**src/rtl/des_pkg.sv**
```systemverilog
// des_pkg -- shared constants and helpers for the DES key schedule.
//   PC1_TABLE / PC2_TABLE : FIPS 46-3 permuted-choice tables (1-based FIPS bits)
//   SHIFT_SCHED           : per-round left-shift amounts, index 0 = round 1
//   stateT, IDLE, RUN     : key-schedule FSM encoding
//   pc1(), rotl(), rotr() : permutation and 28-bit half rotations
// Bit convention: vector bit [W-1] holds FIPS bit 1.
package des_pkg;

    typedef logic [0:0] stateT;
    localparam stateT IDLE = 1'b0;
    localparam stateT RUN  = 1'b1;

    localparam int PC1_TABLE [56] = '{
        57, 49, 41, 33, 25, 17,  9,
         1, 58, 50, 42, 34, 26, 18,
        10,  2, 59, 51, 43, 35, 27,
        19, 11,  3, 60, 52, 44, 36,
        63, 55, 47, 39, 31, 23, 15,
         7, 62, 54, 46, 38, 30, 22,
        14,  6, 61, 53, 45, 37, 29,
        21, 13,  5, 28, 20, 12,  4
    };

    localparam int PC2_TABLE [48] = '{
        14, 17, 11, 24,  1,  5,
         3, 28, 15,  6, 21, 10,
        23, 19, 12,  4, 26,  8,
        16,  7, 27, 20, 13,  2,
        41, 52, 31, 37, 47, 55,
        30, 40, 51, 45, 33, 48,
        44, 49, 39, 56, 34, 53,
        46, 42, 50, 36, 29, 32
    };

    localparam logic [1:0] SHIFT_SCHED [16] = '{
        2'd1, 2'd1, 2'd2, 2'd2, 2'd2, 2'd2, 2'd2, 2'd2,
        2'd1, 2'd2, 2'd2, 2'd2, 2'd2, 2'd2, 2'd2, 2'd1
    };

    // 64-bit key (with parity) -> 56-bit C||D; parity bits are dropped here.
    function automatic logic [55:0] pc1(input logic [63:0] key);
        logic [55:0] cd;
        cd = '0;
        for (int i = 0; i < 56; i++) begin
            cd[55-i] = key[64-PC1_TABLE[i]];
        end
        return cd;
    endfunction

    // Rotate C and D independently left by 1 or 2.
    function automatic logic [55:0] rotl(input logic [55:0] cd, input logic [1:0] n);
        logic [27:0] c;
        logic [27:0] d;
        c = cd[55:28];
        d = cd[27:0];
        case (n)
            2'd1:    return {c[26:0], c[27], d[26:0], d[27]};
            2'd2:    return {c[25:0], c[27:26], d[25:0], d[27:26]};
            default: return cd;
        endcase
    endfunction

    // Rotate C and D independently right by 1 or 2.
    function automatic logic [55:0] rotr(input logic [55:0] cd, input logic [1:0] n);
        logic [27:0] c;
        logic [27:0] d;
        c = cd[55:28];
        d = cd[27:0];
        case (n)
            2'd1:    return {c[0], c[27:1], d[0], d[27:1]};
            2'd2:    return {c[1:0], c[27:2], d[1:0], d[27:2]};
            default: return cd;
        endcase
    endfunction

endpackage

```
**src/rtl/des_pc2.sv**
```systemverilog
// des_pc2 -- combinational permuted choice 2.
//   cd     : 56-bit C||D register value (bit 55 = FIPS bit 1)
//   subKey : 48-bit round subkey (bit 47 = FIPS bit 1)
module des_pc2
    import des_pkg::*;
(
    input  logic [55:0] cd,
    output logic [47:0] subKey
);

    always_comb begin
        subKey = '0;
        for (int j = 0; j < 48; j++) begin
            subKey[47-j] = cd[56-PC2_TABLE[j]];
        end
    end

endmodule

```
**src/rtl/des_key_schedule.sv**
```systemverilog
// des_key_schedule -- streams DES round subkeys for one key per sequence.
//   clk, rst         : clock, asynchronous active-high reset
//   keyIn/keyValid/keyReady : 64-bit key (bit 63 = FIPS bit 1) handshake;
//                      decrypt is sampled with the key (1 = K16..K1 order)
//   subKey/subKeyValid/subKeyReady : 48-bit subkey stream handshake
//   roundIdx         : DES round of subKey (16 encoded as 0), 0 when idle
//   lastRound        : marks the ROUNDS-th subkey of the sequence
//   parityErr        : only with DES_KEY_PARITY_CHECK_EN defined; set when a
//                      byte of the accepted key has even parity
// Parameter ROUNDS (1..16) sets the number of subkeys per key.
module des_key_schedule
    import des_pkg::*;
#(
    parameter int ROUNDS = 16
) (
    input  logic        clk,
    input  logic        rst,
    input  logic [63:0] keyIn,
    input  logic        keyValid,
    output logic        keyReady,
    input  logic        decrypt,
    output logic [47:0] subKey,
    output logic        subKeyValid,
    input  logic        subKeyReady,
    output logic [3:0]  roundIdx,
    output logic        lastRound
`ifdef DES_KEY_PARITY_CHECK_EN
    ,
    output logic        parityErr
`endif
);

    localparam logic [4:0] LAST_COUNT = 5'(ROUNDS - 1);

    stateT       state;
    logic [55:0] cd;
    logic [4:0]  count;
    logic        decMode;

    logic        accept;
    logic        advance;
    logic        isLast;
    logic [3:0]  curRound;
    logic [3:0]  shiftIdx;
    logic [55:0] cdNext;

    assign keyReady    = (state == IDLE);
    assign subKeyValid = (state == RUN);
    assign accept      = keyValid && keyReady;
    assign advance     = subKeyValid && subKeyReady;
    assign isLast      = (count == LAST_COUNT);

    // 4-bit arithmetic wraps round 16 onto 4'h0, which is the output encoding.
    assign curRound = decMode ? (4'd0 - count[3:0]) : (count[3:0] + 4'd1);

    // Encrypt advances to the next round using its shift; decrypt undoes the
    // shift of the round just emitted. Index 16 (after K16) is never used.
    assign shiftIdx = decMode ? (4'd15 - count[3:0]) : (count[3:0] + 4'd1);
    assign cdNext   = decMode ? rotr(cd, SHIFT_SCHED[shiftIdx])
                              : rotl(cd, SHIFT_SCHED[shiftIdx]);

    assign roundIdx  = subKeyValid ? curRound : 4'd0;
    assign lastRound = subKeyValid && isLast;

    des_pc2 uPc2 (
        .cd     (cd),
        .subKey (subKey)
    );

    always_ff @(posedge clk or posedge rst) begin
        if (rst) begin
            state   <= IDLE;
            cd      <= '0;
            count   <= '0;
            decMode <= 1'b0;
        end else if (accept) begin
            // Encrypt preloads C1D1; decrypt starts from C0D0 == C16D16.
            state   <= RUN;
            decMode <= decrypt;
            count   <= '0;
            cd      <= decrypt ? pc1(keyIn) : rotl(pc1(keyIn), SHIFT_SCHED[0]);
        end else if (advance) begin
            cd    <= cdNext;
            count <= count + 5'd1;
            if (isLast) begin
                state <= IDLE;
            end
        end
    end

`ifdef DES_KEY_PARITY_CHECK_EN
    logic evenByte;

    always_comb begin
        evenByte = 1'b0;
        for (int b = 0; b < 8; b++) begin
            evenByte = evenByte | (~^keyIn[8*b +: 8]);
        end
    end

    always_ff @(posedge clk or posedge rst) begin
        if (rst) begin
            parityErr <= 1'b0;
        end else if (accept) begin
            parityErr <= evenByte;
        end
    end
`endif

endmodule

```
**config.mk**
```make
export PLATFORM = sky130hd
export DESIGN_NAME = des_key_schedule
export DESIGN_NICKNAME = d
export VERILOG_FILES = /design/src/rtl/des_pkg.sv /design/src/rtl/des_pc2.sv /design/src/rtl/des_key_schedule.sv
export SDC_FILE = /design/constraint.sdc
export NUM_CORES = 1
export LEC_CHECK = 0
export ABC_CLOCK_PERIOD_IN_PS = 7330
export BUFFER_PORTS_ARGS = -buffer_cell sky130_fd_sc_hd__buf_2
export CORE_UTILIZATION = 61
export DETAILED_ROUTE_END_ITERATION = 8
export PLACE_DENSITY = 0.88
export SYNTH_ARGS = -nofsm -noshare
export SYNTH_HDL_FRONTEND = slang
export SYNTH_SLANG_ARGS = --single-unit
```
**constraint.sdc**
```tcl
create_clock -name clk -period 7.33 [get_ports clk]
set_clock_uncertainty 0.15 [all_clocks]
set_input_delay 1.0995 -clock clk [delete_from_list [all_inputs] [get_ports clk]]
set_output_delay 1.0995 -clock clk [all_outputs]
set_load 0.01 [all_outputs]
```
==> reports/summary.txt, run 1 <==
Most frequent cell after synthesis - nand2_1
CP delay by family, top - multiplexers
Worst slew margin - 20.79%
Ys async rst share - 100.0%
CTS Hold Buffers Added - 0
Port buffer count - 115
RSZ-0062 raised after global routing - no
Core area - 9284 um2
Mapped Area - 5871 um2
Net Switching - 1.290 mW
CP max stage cell - mux2i_4
Tightest Pin Transition - 1.185 ns
Startpoint Class - register
Post-Place Cell Area - 6006 um2
WS Path Type - reg -> reg
Max Slew Vio Count - 0
Detailed placer's ending HPWL - 9932 um
Internal power - 1.408 mW
Yosys warnings - 0
Vias/cell - 6.383
Hold Path Class - reg -> reg
Min Tclk post-route - 4.099 ns
Total power - 2.698 mW
CP Capture Type - register
Worst path max stage delay - 0.83 ns
Worst VDD drop - 0.0002331 V
DR DRC count - 0
Highest Clock Rate - 244.0 MHz
Synth area leader - dfrtp_1
Io pins - 124
Pre-CTS WS - 3.325 ns
Leak - 2.885 nW
Fin crit share - 55.92%
Share of cells above drive strength 1 - 19.95%
Drt first pass iters - 5
Hold Slack - 0.4059 ns
Global Route Usage Sum - 31.12%
Setup TNS - 0 ns
H-Tree Depth - 3
Via Count - 5,719
Final Hold Viols - 0
Worst Hold Depth - 2
EDFF count, synth - 0
Clock power frac - 13.2%
Number of diodes - 0
Fillers - 765
GP Congestion - 0.9511
Post-synthesis cell count - 738
First-pass GRT wire length - 24,970 um
Worst Path Arrival - 4.16 ns
CTS Buf Count - 9
DRT Wirelength - 15,500 um
Clk sinks - 63
Slack of the critical path - 3.231 ns
Fraction of power consumed by sequential logic - 27.5%
Number of global-route vias before repair - 5,128
Worst skew pair latency - 0.35 ns
Switch share - 47.82%
Clock Tree Root - clkbuf_8
P&R area growth vs syn - 6.223%
Path depth of the worst reg2reg path - 9
Drt first-iter violations - 464
CP bufs+invs - 2
Critical-path cell list - inv_1 -> ha_1 -> o2bb2ai_1 -> a311o_1 -> mux2i_4 -> buf_4 -> mux4_1 -> nand2_1 -> o21ai_1
Initial antenna violation count - 0
Die X - 100.1 um
Critical path peak fanout - 33
Min-Delay Endpoint - count[4]
R2r startpoint - decMode
Worst Path Required - 7.39 ns
Clk buf depth - 2
Synthesized net count - 812
CTS tree - done
Top FF cell, synth - dfrtp_1
Sequential area share after synthesis - 26.85%
Top cell type's share of synthesized area - 26.85%
Outcome - finished, final reports clean
R2r endpoint - cd[13]
Clock transition at the registers of the reported paths - 0.08 ns
Reg2Reg Setup Slack - 3.23 ns
Worst hold start - count[4]
Pin count of the biggest net entering global routing - 64
Mean Syn Cell Area - 7.955 um2
Yosys cell types - 51
WL per Instance - 17.30 um
Cell Pwr Density - 432.6 nW/um2
Synth top cells by count - nand2_1, o21ai_0, dfrtp_1
Final setup violation count - 0
Post-route cell area - 6236 um2
# resized after CTS - 0
Total grt overflow - 0
# nets final - 836
Rows - 35
Synth area leaders - dfrtp_1, mux2i_1, o21ai_0
ANT nets after route - 0
Die height - 100.1 um
Combinational group share of total power - 59.3%
Synth Register Bits - 63
Die ar. - 10,020 um2
Max-capacitance violation count - 0
Initial Utilization - 63.23%
Postcts setup bufs - 0
## final cells by class
cell class              count  area, um2  share of cell area, %
multi-input cells         539       3536                  56.70
inverters                  27      101.3                  1.625
repair buffers            122      630.6                  10.11
clock inverters             6      92.59                  1.485
clock buffers              10      137.6                  2.207
flip-flops and latches     63       1577                  25.28
well taps                 129      161.4                  2.588
## through the flow
step | utilization [%] | cells
after floorplan | - | 738
after global placement | 64.69 | 880
after detailed placement | 64.69 | 880
after CTS | 67.17 | 896
after global routing | 67.17 | 896
final | 67.17 | 896
## cell usage in the layout, fill, tap and decap left out, drive strengths merged, types with 12 or more instances in the layout
cell type	instances
nand2	129
buf	122
o21ai	121
dfrtp	63
mux2i	62
a21oi	50
nor2	42
inv	28
mux4	17
a31oi	12
## worst min-delay path, delay by kind of cell, from the launching register on
family / cells / cell delay (ns)
AOI/OAI and AO/OA: 1 / 0.07
buffers and inverters: 1 / 0.07
DFF: 1 / 0.37
## power groups by stage
stage	clock network [mW]	registers [mW]	logic, mW
2_1_floorplan	0	0.657	1.45
3_3_place_gp	0	0.721	1.52
3_5_place_dp	0	0.733	1.57
4_1_cts	0.357	0.728	1.58
5_1_grt	0.374	0.762	1.76
6_report	0.356	0.741	1.60
## flip-flops by register name, indices dropped and copies added, names as in the netlist
name and cells:
subKeyValid 1, cd 56, count 5, decMode 1
## worst max path at each step
stage	startpoint	endpoint	slack, ns	cells past startpoint
6_report	decMode	cd[13]	3.23	9
5_1_grt	decMode	cd[13]	2.99	9
4_1_cts	decMode	cd[13]	3.30	9
3_5_place_dp	decMode	cd[10]	3.33	9
3_3_place_gp	decMode	cd[13]	3.35	9
2_1_floorplan	decMode	cd[6]	4.10	12
## layer usage
metal | vias up | part of all wire, % | global-route usage, %
li1 | 2650 | - | -
met1 | 2702 | 41 | 42.48
met2 | 330 | 48 | 50.45
met3 | 37 | 8.7 | 3.552
met4 | 0 | 2.1 | 13.27
met5 | - | 0 | 0
## cells by family after synthesis
kind of cell / Yosys count / synth area share [%]
flip-flops: 63 / 26.85
multiplexers: 86 / 19.33
AND/OR/NAND/NOR: 197 / 13.75
buffers and inverters: 136 / 13.19
adder cells (fa/ha/maj): 5 / 1.066
XOR/XNOR: 3 / 0.4477
AO/OA/AOI/OAI: 248 / 25.36
No activity file was read; power rests on OpenSTA's default activity.
==> run 2, diff against run 1 <==
ABC_AREA = 1   (was not set)
ABC_CLOCK_PERIOD_IN_PS = 3700   (was 7330)
CORE_UTILIZATION = 51   (was 61)
PLACE_DENSITY = 0.78   (was 0.88)
clock period = 3.7 ns   (was 7.33 ns; I/O delays follow)
==> reports/summary.txt, run 2 <==
Leak - 3.826 nW (+33%)
Clock transition at the registers of the reported paths - 0.05 ns (-0.03 ns)
Initial antenna violation count - 0 (unchanged)
Fin crit share - 75.05% (+19 points)
Commonest non-fill, non-tap cells in the layout - nand2_1, nand3_1, inv_1, buf_2, o21ai_0
Die ar. - 12,450 um2 (+24%)
CTS Hold Buffers Added - 0 (unchanged)
Area of the multi-input gates - 3386 um2 (-4.2%)
Number of diodes - 0 (unchanged)
R2r startpoint - count[0]
Die height - 111.6 um (+11%)
DR DRC count - 8 (+8)
Core area - 11,560 um2 (+25%)
CP startpoint - count[0]
Highest Clock Rate - 360.1 MHz (+48%)
Outcome - complete, but fails checks
Most flops, register - cd
Yosys warnings - 0 (unchanged)
Io pins - 124 (unchanged)
Largest regs - cd: 56 flops, count: 5 flops
Clk buf depth - 2 (unchanged)
DRT Wirelength - 14,910 um (-3.8%)
Top cell type's share of synthesized area - 25.75% (-1.1 points)
H-Tree Depth - 3 (unchanged)
ANT nets after route - 0 (unchanged)
Most frequent cell after synthesis - nand2_1
Clk sinks - 63 (unchanged)
Final Hold Viols - 0 (unchanged)
Total power - 6.760 mW (+150%)
Total grt overflow - 0 (unchanged)
Sequential area share after synthesis - 25.75% (-1.1 points)
P&R area growth vs syn - 8.071%
Worst VDD drop - 0.0005259 V (+130%)
WL per Instance - 12.30 um (-29%)
# nets final - 1,138 (+36%)
Worst Path Arrival - 2.90 ns (-1.26 ns)
Vias/cell - 5.111 (-20%)
Max-capacitance violation count - 0 (unchanged)
Pin count of the biggest net entering global routing - 58 (-9.4%)
Drt first-iter violations - 422 (-9.1%)
# resized after CTS - 0 (unchanged)
Failing checks - DRC
Max Slew Vio Count - 0 (unchanged)
Most common cell after layout, fill and taps aside - nand2_1
Synth top cells by count - nand2_1, nand3_1, inv_1
Tightest Pin Transition - 0.8370 ns (-0.3483 ns)
First-pass GRT wire length - 25,530 um (+2.2%)
Die X - 111.6 um (+11%)
Synth area leaders - dfrtp_1, nand2_1, nand3_1
Top FF cell, synth - dfrtp_1
Crit path capture - cd[32]
Detailed placer's ending HPWL - 9859 um (-0.73%)
Path depth of the worst reg2reg path - 15 (+6)
CTS tree - done
Worst skew pair latency - 0.34 ns (about the same)
Mapped Area - 6123 um2 (+4.3%)
Drt first pass iters - 9 (+4)
Worst slew margin - 44.12% (+23 points)
GP Congestion - 0.8587 (-9.7%)
Worst Path Required - 3.82 ns (-3.57 ns)
WS Path Type - reg -> reg
RSZ-0062 raised after global routing - no
Share of cells above drive strength 1 - 21.14% (+1.2 points)
Startpoint Class - register
Register area - 1577 um2 (unchanged)
Global Route Usage Sum - 24.86% (-6.3 points)
Initial Utilization - 52.95% (-10 points)
Hold Slack - 0.2206 ns (-0.1853 ns)
Min Tclk post-route - 2.777 ns (-1.322 ns)
Rows - 39 (+11%)
Yosys cell types - 27 (-47%)
Max reg flops - 56 (unchanged)
EDFF count, synth - 0 (unchanged)
Synth area leader - dfrtp_1
Cell Pwr Density - 1021 nW/um2 (+140%)
Number of global-route vias before repair - 5,570 (+8.6%)
CP Capture Type - register
Clock Tree Root - clkbuf_16
Port buffer count - 115 (unchanged)
Via Count - 6,194 (+8.3%)
Ys async rst share - 100.0% (unchanged)
Critical path peak fanout - 56 (+70%)
Final setup violation count - 0 (unchanged)
R2r endpoint - cd[32]
Postcts setup bufs - 0 (unchanged)
Mean Syn Cell Area - 5.899 um2 (-26%)
Reg2Reg Setup Slack - 0.92 ns (-2.31 ns)
CTS Buf Count - 9 (unchanged)
Setup TNS - 0 ns (unchanged)
Hold Path Class - in -> async
Synthesized net count - 1,112 (+37%)
Fillers - 1,182 (+55%)
Post-synthesis cell count - 1,038 (+41%)
Synth Register Bits - 63 (unchanged)
## run 2: cell count changes in the layout (fill, tap and decap cells not counted), sizes merged, moves of 17 or more
cell / delta
nand2: +251
nand3: +117
inv: +96
mux2i: -62
or2: +56
a21oi: -47
mux4: -17
nor2: +17
## run 2: layout make-up
type                    instances  area share, %
multi-input cells             740          51.16
flip-flops and latches         63          23.82
repair buffers                126          10.13
inverters                     124          7.033
clock buffers                  13          3.781
well taps                     143          2.704
clock inverters                 3          1.361
## run 2: how the worst min path moves through the flow
stage,start,endpoint
6_report,rst,cd[36]
5_1_grt,rst,cd[36]
4_1_cts,rst,cd[36]
3_5_place_dp,count[4],count[4]
3_3_place_gp,count[4],count[4]
2_1_floorplan,count[4],count[4]
## run 2: worst max-delay path, stage by stage, from the launching register on
cell and delay (ns):
dfrtp_1 0.46, inv_1 0.12, ha_1 0.36, o21ai_2 0.15
and2_1 0.14, nand2_1 0.05, nand2_1 0.06, nand2_2 0.05
nand2_2 0.04, buf_4 0.57, nand2_1 0.15, nand2_1 0.11
nand2_1 0.05, nand3_1 0.10, nand2_1 0.05, inv_1 0.05
## run 2: stage by stage
stage          setup slack [ns]  instance area [um2]  util, %  instances
6_report                 0.9233                 6618    57.22       1212
5_1_grt                  0.6670                 6618    57.22       1212
4_1_cts                  0.9576                 6618    57.22       1212
3_5_place_dp             0.9972                 6277    54.28       1196
3_3_place_gp              1.019                 6277    54.28       1196
2_1_floorplan             1.425                 6123        -       1038
## run 2: power by group
part	switching [mW]	internal (mW)	total (mW)
clock	0.309	0.677	0.987
sequential	0.394	1.05	1.44
combinational	2.74	1.59	4.33
total	3.45	3.31	6.76
## run 2: cell families (layout without fill, tap and decap cells)
group	Yosys count	count (layout)	share of synthesized area [%]
DFF	63	63	25.75
adders and majority gates	5	5	1.022
and+or+nand+nor	620	620	44.44
xor gates and xnor gates	1	1	0.1431
AOI/OAI and AO/OA	114	114	9.440
buffers and inverters	235	266	19.21
## run 2: layer usage
metal | vias to the layer above | track usage, % | wire length, um
met3 | 12 | 5.444 | 995
met4 | 0 | 7.297 | 144
li1 | 3215 | - | -
met1 | 2781 | 34.00 | 7244
met5 | - | 0 | 0
met2 | 186 | 39.38 | 6523
